### src/rtl/register_fifo.sv
// Parametrised FIFO buffering register: write visible to a read one edge later; dataOut registered, updated one edge after an accepted read.
// No backpressure: a write to a full FIFO (no simultaneous read) or a read from an empty one is dropped and latched in a sticky error flag.
module register_fifo #(
  parameter int size            = 8,
  parameter int depth           = 8,
  parameter int almostFullLevel = depth - 1
) (
  input  logic                     clock,
  input  logic                     reset,
  input  logic                     clear,
  input  logic                     writeEnable,
  input  logic [size-1:0]          dataIn,
  input  logic                     readEnable,
  output logic [size-1:0]          dataOut,
  output logic                     full,
  output logic                     empty,
  output logic                     almostFull,
  output logic [$clog2(depth):0]   count,
  output logic                     overflow,
  output logic                     underflow
);

  localparam int aw = $clog2(depth);
  localparam int cw = aw + 1;
  localparam logic [cw-1:0] fullCount = cw'(depth);
  localparam logic [cw-1:0] afCount   = cw'(almostFullLevel);

  logic [size-1:0] mem [depth];
  logic [aw-1:0]   wp;
  logic [aw-1:0]   rp;
  logic            rdAcc;
  logic            wrAcc;

  assign full       = (count == fullCount);
  assign empty      = (count == '0);
  assign almostFull = (count >= afCount);

  // A read on a full FIFO frees a slot in the same cycle, so the write still lands.
  assign rdAcc = readEnable && !empty;
  assign wrAcc = writeEnable && (!full || rdAcc);

  always_ff @(posedge clock) begin
    if (wrAcc && !clear) begin
      mem[wp] <= dataIn;
    end
  end

  always_ff @(posedge clock or posedge reset) begin
    if (reset) begin
      wp        <= '0;
      rp        <= '0;
      count     <= '0;
      dataOut   <= '0;
      overflow  <= 1'b0;
      underflow <= 1'b0;
    end else if (clear) begin
      wp        <= '0;
      rp        <= '0;
      count     <= '0;
      overflow  <= 1'b0;
      underflow <= 1'b0;
    end else begin
      if (wrAcc) begin
        wp <= wp + aw'(1);
      end
      if (rdAcc) begin
        rp      <= rp + aw'(1);
        dataOut <= mem[rp];
      end
      case ({wrAcc, rdAcc})
        2'b10:   count <= count + cw'(1);
        2'b01:   count <= count - cw'(1);
        default: count <= count;
      endcase
      if (writeEnable && !wrAcc) begin
        overflow <= 1'b1;
      end
      if (readEnable && !rdAcc) begin
        underflow <= 1'b1;
      end
    end
  end

endmodule

### config.mk
export PLATFORM = sky130hd
export DESIGN_NAME = register_fifo
export DESIGN_NICKNAME = d
export VERILOG_FILES = /design/src/rtl/register_fifo.sv
export SDC_FILE = /design/constraint.sdc
export NUM_CORES = 1
export LEC_CHECK = 0
export ABC_AREA = 1
export BUFFER_PORTS_ARGS = -buffer_cell sky130_fd_sc_hd__buf_4
export CORE_UTILIZATION = 25
export DETAILED_ROUTE_END_ITERATION = 7
export HOLD_SLACK_MARGIN = 0.1
export PLACE_DENSITY = 0.4
export SLEW_MARGIN = 20
export SYNTH_ARGS = -nofsm -noshare
export SYNTH_HDL_FRONTEND = slang
export SYNTH_SLANG_ARGS = --single-unit
### constraint.sdc
create_clock -name clock -period 2.3 [get_ports clock]
set_clock_uncertainty 0.15 [all_clocks]
set_input_delay 0 -clock clock [delete_from_list [all_inputs] [get_ports clock]]
set_output_delay 0 -clock clock [all_outputs]
set_load 0.05 [all_outputs]
==> impl_metrics.json <==
{
  "status": "completed",
  "fin_crit_ns": 1.98,
  "wl_per_cell_um": 15.6,
  "cap_viol_max_count": 0,
  "final_cell_mix": "edfxtp_1, nor2_1, buf_4, nand2_1",
  "leakagePower_nw": 1.74,
  "worstReg2RegStart": "count[1]",
  "dieArea_um2": 14700,
  "multi_input_area_um2": 1000,
  "critPathCaptureType": "flip-flop",
  "ir_drop_uv": 371,
  "synthTopCellsByArea": "edfxtp_1, dfrtp_1, nor2_1, nand2_1, o211ai_1",
  "tightest_slew_ns": 0.832,
  "pwr-share-comb_pct": 31.7,
  "num_vias": 2383,
  "grt-busiest-layer": "met2",
  "worst_path_most_repeated_cell": "nand2_1",
  "place_congestion": 0.771,
  "p_switching_mw": 1.77,
  "synthesis.area_um2": 3560,
  "synth_seq_cells": 84,
  "cp.required_ns": 2.39,
  "rows": 43,
  "rr_endpoint": "count[3]",
  "power_mw": 4.76,
  "io_pins": 30,
  "track_usage_pct": 12.7,
  "synth.avg_cell_area_um2": 11.6,
  "post_cts_buffers": 0,
  "seqPwrFrac_pct": 39.2,
  "antenna_found_initial": 0,
  "cts_num_sinks": 84,
  "fin_crit_sh_pct": 86.1,
  "synth_mux_area_share_pct": 0,
  "grt-ovfl-total": 0,
  "grt_first_pass_wirelength_um": 13400,
  "grt_util_met1_pct": 17.2,
  "antennaDiodeCount": 0,
  "synth_area_leader_cell": "edfxtp_1",
  "grt_pass1_vias": 2289,
  "p_clk_share_pct": 29.1,
  "design.core.area_um2": 13900,
  "internal_power_mw": 2.99,
  "clk_path_buf_depth": 2,
  "postSynthNetCount": 325,
  "ys_types": 26,
  "slew-limit-headroom_pct": 44.5,
  "ys_warn_count": 0,
  "grtUsageMet2_pct": 19.3,
  "via_per_inst": 4.36,
  "io_buffers": 29,
  "cpLargestDelayFamily": "simple AND/OR/NAND/NOR gates",
  "setup_violations": 0,
  "drive_gt1_share_pct": 20.4,
  "layout_commonest_cell": "edfxtp_1",
  "critPathBufInv": 1,
  "numCtsBuffers": 9,
  "ant_nets": 0,
  "report.final.slew_viol_count": 0,
  "htreeDepth": 3,
  "setup-tns-final_ns": 0,
  "fillers": 1416,
  "cp_max_fo": 6,
  "seqCellArea_um2": 2420,
  "drt-initial-drc-count": 142,
  "die_w_um": 121,
  "met3_usage_pct": 2.87,
  "initial_utilization_pct": 25.7,
  "areaGrowthSynthToFinish_pct": 25.1,
  "min_path_type": "in -> async",
  "ys_seq_area_share_pct": 68.0,
  "cpPeakStageDelay_ns": 0.46,
  "switching_share_pct": 37.1,
  "synthAdderAreaFrac_pct": 1.97,
  "worstPathArrival_ns": 2.07,
  "cts_tree": "done",
  "synthXorXnorAreaFrac_pct": 0.492,
  "drc": 0,
  "drt_pre_antenna_iters": 4,
  "synth_compound_area_share_pct": 10.1,
  "clock_latency_ns": 0.35,
  "r2r_setup_slack_ns": 0.32,
  "max_freq_ghz": 0.505,
  "routed_wl_um": 8510,
  "die_y_um": 121,
  "power_density_nw_per_um2": 1070,
  "synthSimpleGateAreaFrac_pct": 15.5,
  "clk_pin_slew_worst_paths_ns": 0.07,
  "final_nets": 380,
  "start_kind": "flip-flop",
  "netlist.area_leader.share_pct": 54.0,
  "crit_type": "reg -> reg",
  "dp_hpwl_um": 5300,
  "path_cells": "nor2_4 -> nand2_4 -> nand3_2 -> inv_1 -> ha_1 -> a21o_1 -> nand2_1 -> nand2_1 -> nand3_1 -> nand2_1 -> nand2_1 -> nand2_1",
  "rsz0062_at_grt": "no",
  "ctsResizeCount": 0,
  "grt_max_degree": 35,
  "r2r_cells": 12,
  "final-hold-violation-count": 0,
  "clock-root-buffer": "clkbuf_16",
  "synth_top_family_by_area": "simple AND/OR/NAND/NOR gates",
  "syn_inst": 307,
  "crit_slowest_cell": "dfrtp_1"
}
[cell usage after synthesis, drive strengths merged]
cell type	n
o21ai	40
nand2	40
dfrtp	20
buf	12
ha	4
nand3	19
a21o	1
fa	1
a21oi	2
nor2	62
clkinv	1
xor2	2
nand4	2
o21a	2
o31ai	1
inv	18
o211ai	16
edfxtp	64
[stage by stage]
stage	worst slack, ns	util [%]	cell area [um^2]	hold WS (ns)	std cells
2_1_floorplan	0.0192	-	3560	-0.186	307
3_3_place_gp	0.358	29.1	4040	0.0701	517
3_5_place_dp	0.325	29.1	4040	0.0896	517
4_1_cts	0.311	32.1	4460	0.269	547
5_1_grt	0.177	32.1	4460	0.288	547
6_report	0.320	32.1	4460	0.227	547
[logic make-up (layout without fill, tap and decap cells)]
family	after synthesis	count (layout)
AO/OA/AOI/OAI	62	62
XOR/XNOR	2	2
adder cells (fa/ha/maj)	5	5
buffers and inverters	31	91
flip-flops	84	84
AND/OR/NAND/NOR	123	123
[state kept, by name, indices dropped and copies added (netlist names)]
signal and flops:
count 4, dataOut 8, overflow 1, rp 3, underflow 1, wp 3
mem 64
[worst max-delay path by stage]
| stage | from | slack, ns | endpoint | cells after the start |
|---|---|---|---|---|
| after floorplan | count[1] | 0.02 | mem[1][0] | 8 |
| after global placement | count[0] | 0.36 | count[3] | 12 |
| after detailed placement | count[0] | 0.32 | count[3] | 12 |
| after CTS | count[0] | 0.31 | count[3] | 12 |
| after global routing | count[1] | 0.18 | count[3] | 12 |
| final | count[1] | 0.32 | count[3] | 12 |
[area by class of cell]
cell class | instances | share of cell area [%]
inverters | 19 | 1.60
flip-flops and latches | 84 | 54.4
clock inverters | 5 | 0.814
clock buffers | 11 | 5.45
repair buffers | 56 | 10.2
multi-input cells | 192 | 22.5
well taps | 180 | 5.05
[worst register-to-register path: cells and delay by family, from the launching register on]
kind	cells	cell delay [ns]
adders and majority gates	1	0.27
AOI/OAI and AO/OA	1	0.18
DFF	1	0.46
and+or+nand+nor	9	0.71
buffers and inverters	1	0.10
[metal layers]
layer	part of all wire [%]	vias up	wire [um]
met5	0	-	0
met3	3.2	11	269
met2	46	42	3920
met1	49	1144	4160
met4	1.9	0	162
li1	-	1186	-
[power groups by stage]
stage / clock network (mW) / logic (mW) / registers, mW
finish: 1.38 / 1.51 / 1.87
global placement: 0 / 1.50 / 1.90
floorplan: 0 / 0.743 / 2.23
global route: 1.48 / 1.66 / 1.89
detailed placement: 0 / 1.50 / 1.90
CTS: 1.43 / 1.53 / 1.87
[what timing repair did]
item                                    CTS  global route
endpoints found under the hold margin   104             0
endpoints found under the setup margin    0             0
hold buffers                             14             0
Note: power is estimated with default switching activity, not from simulation.
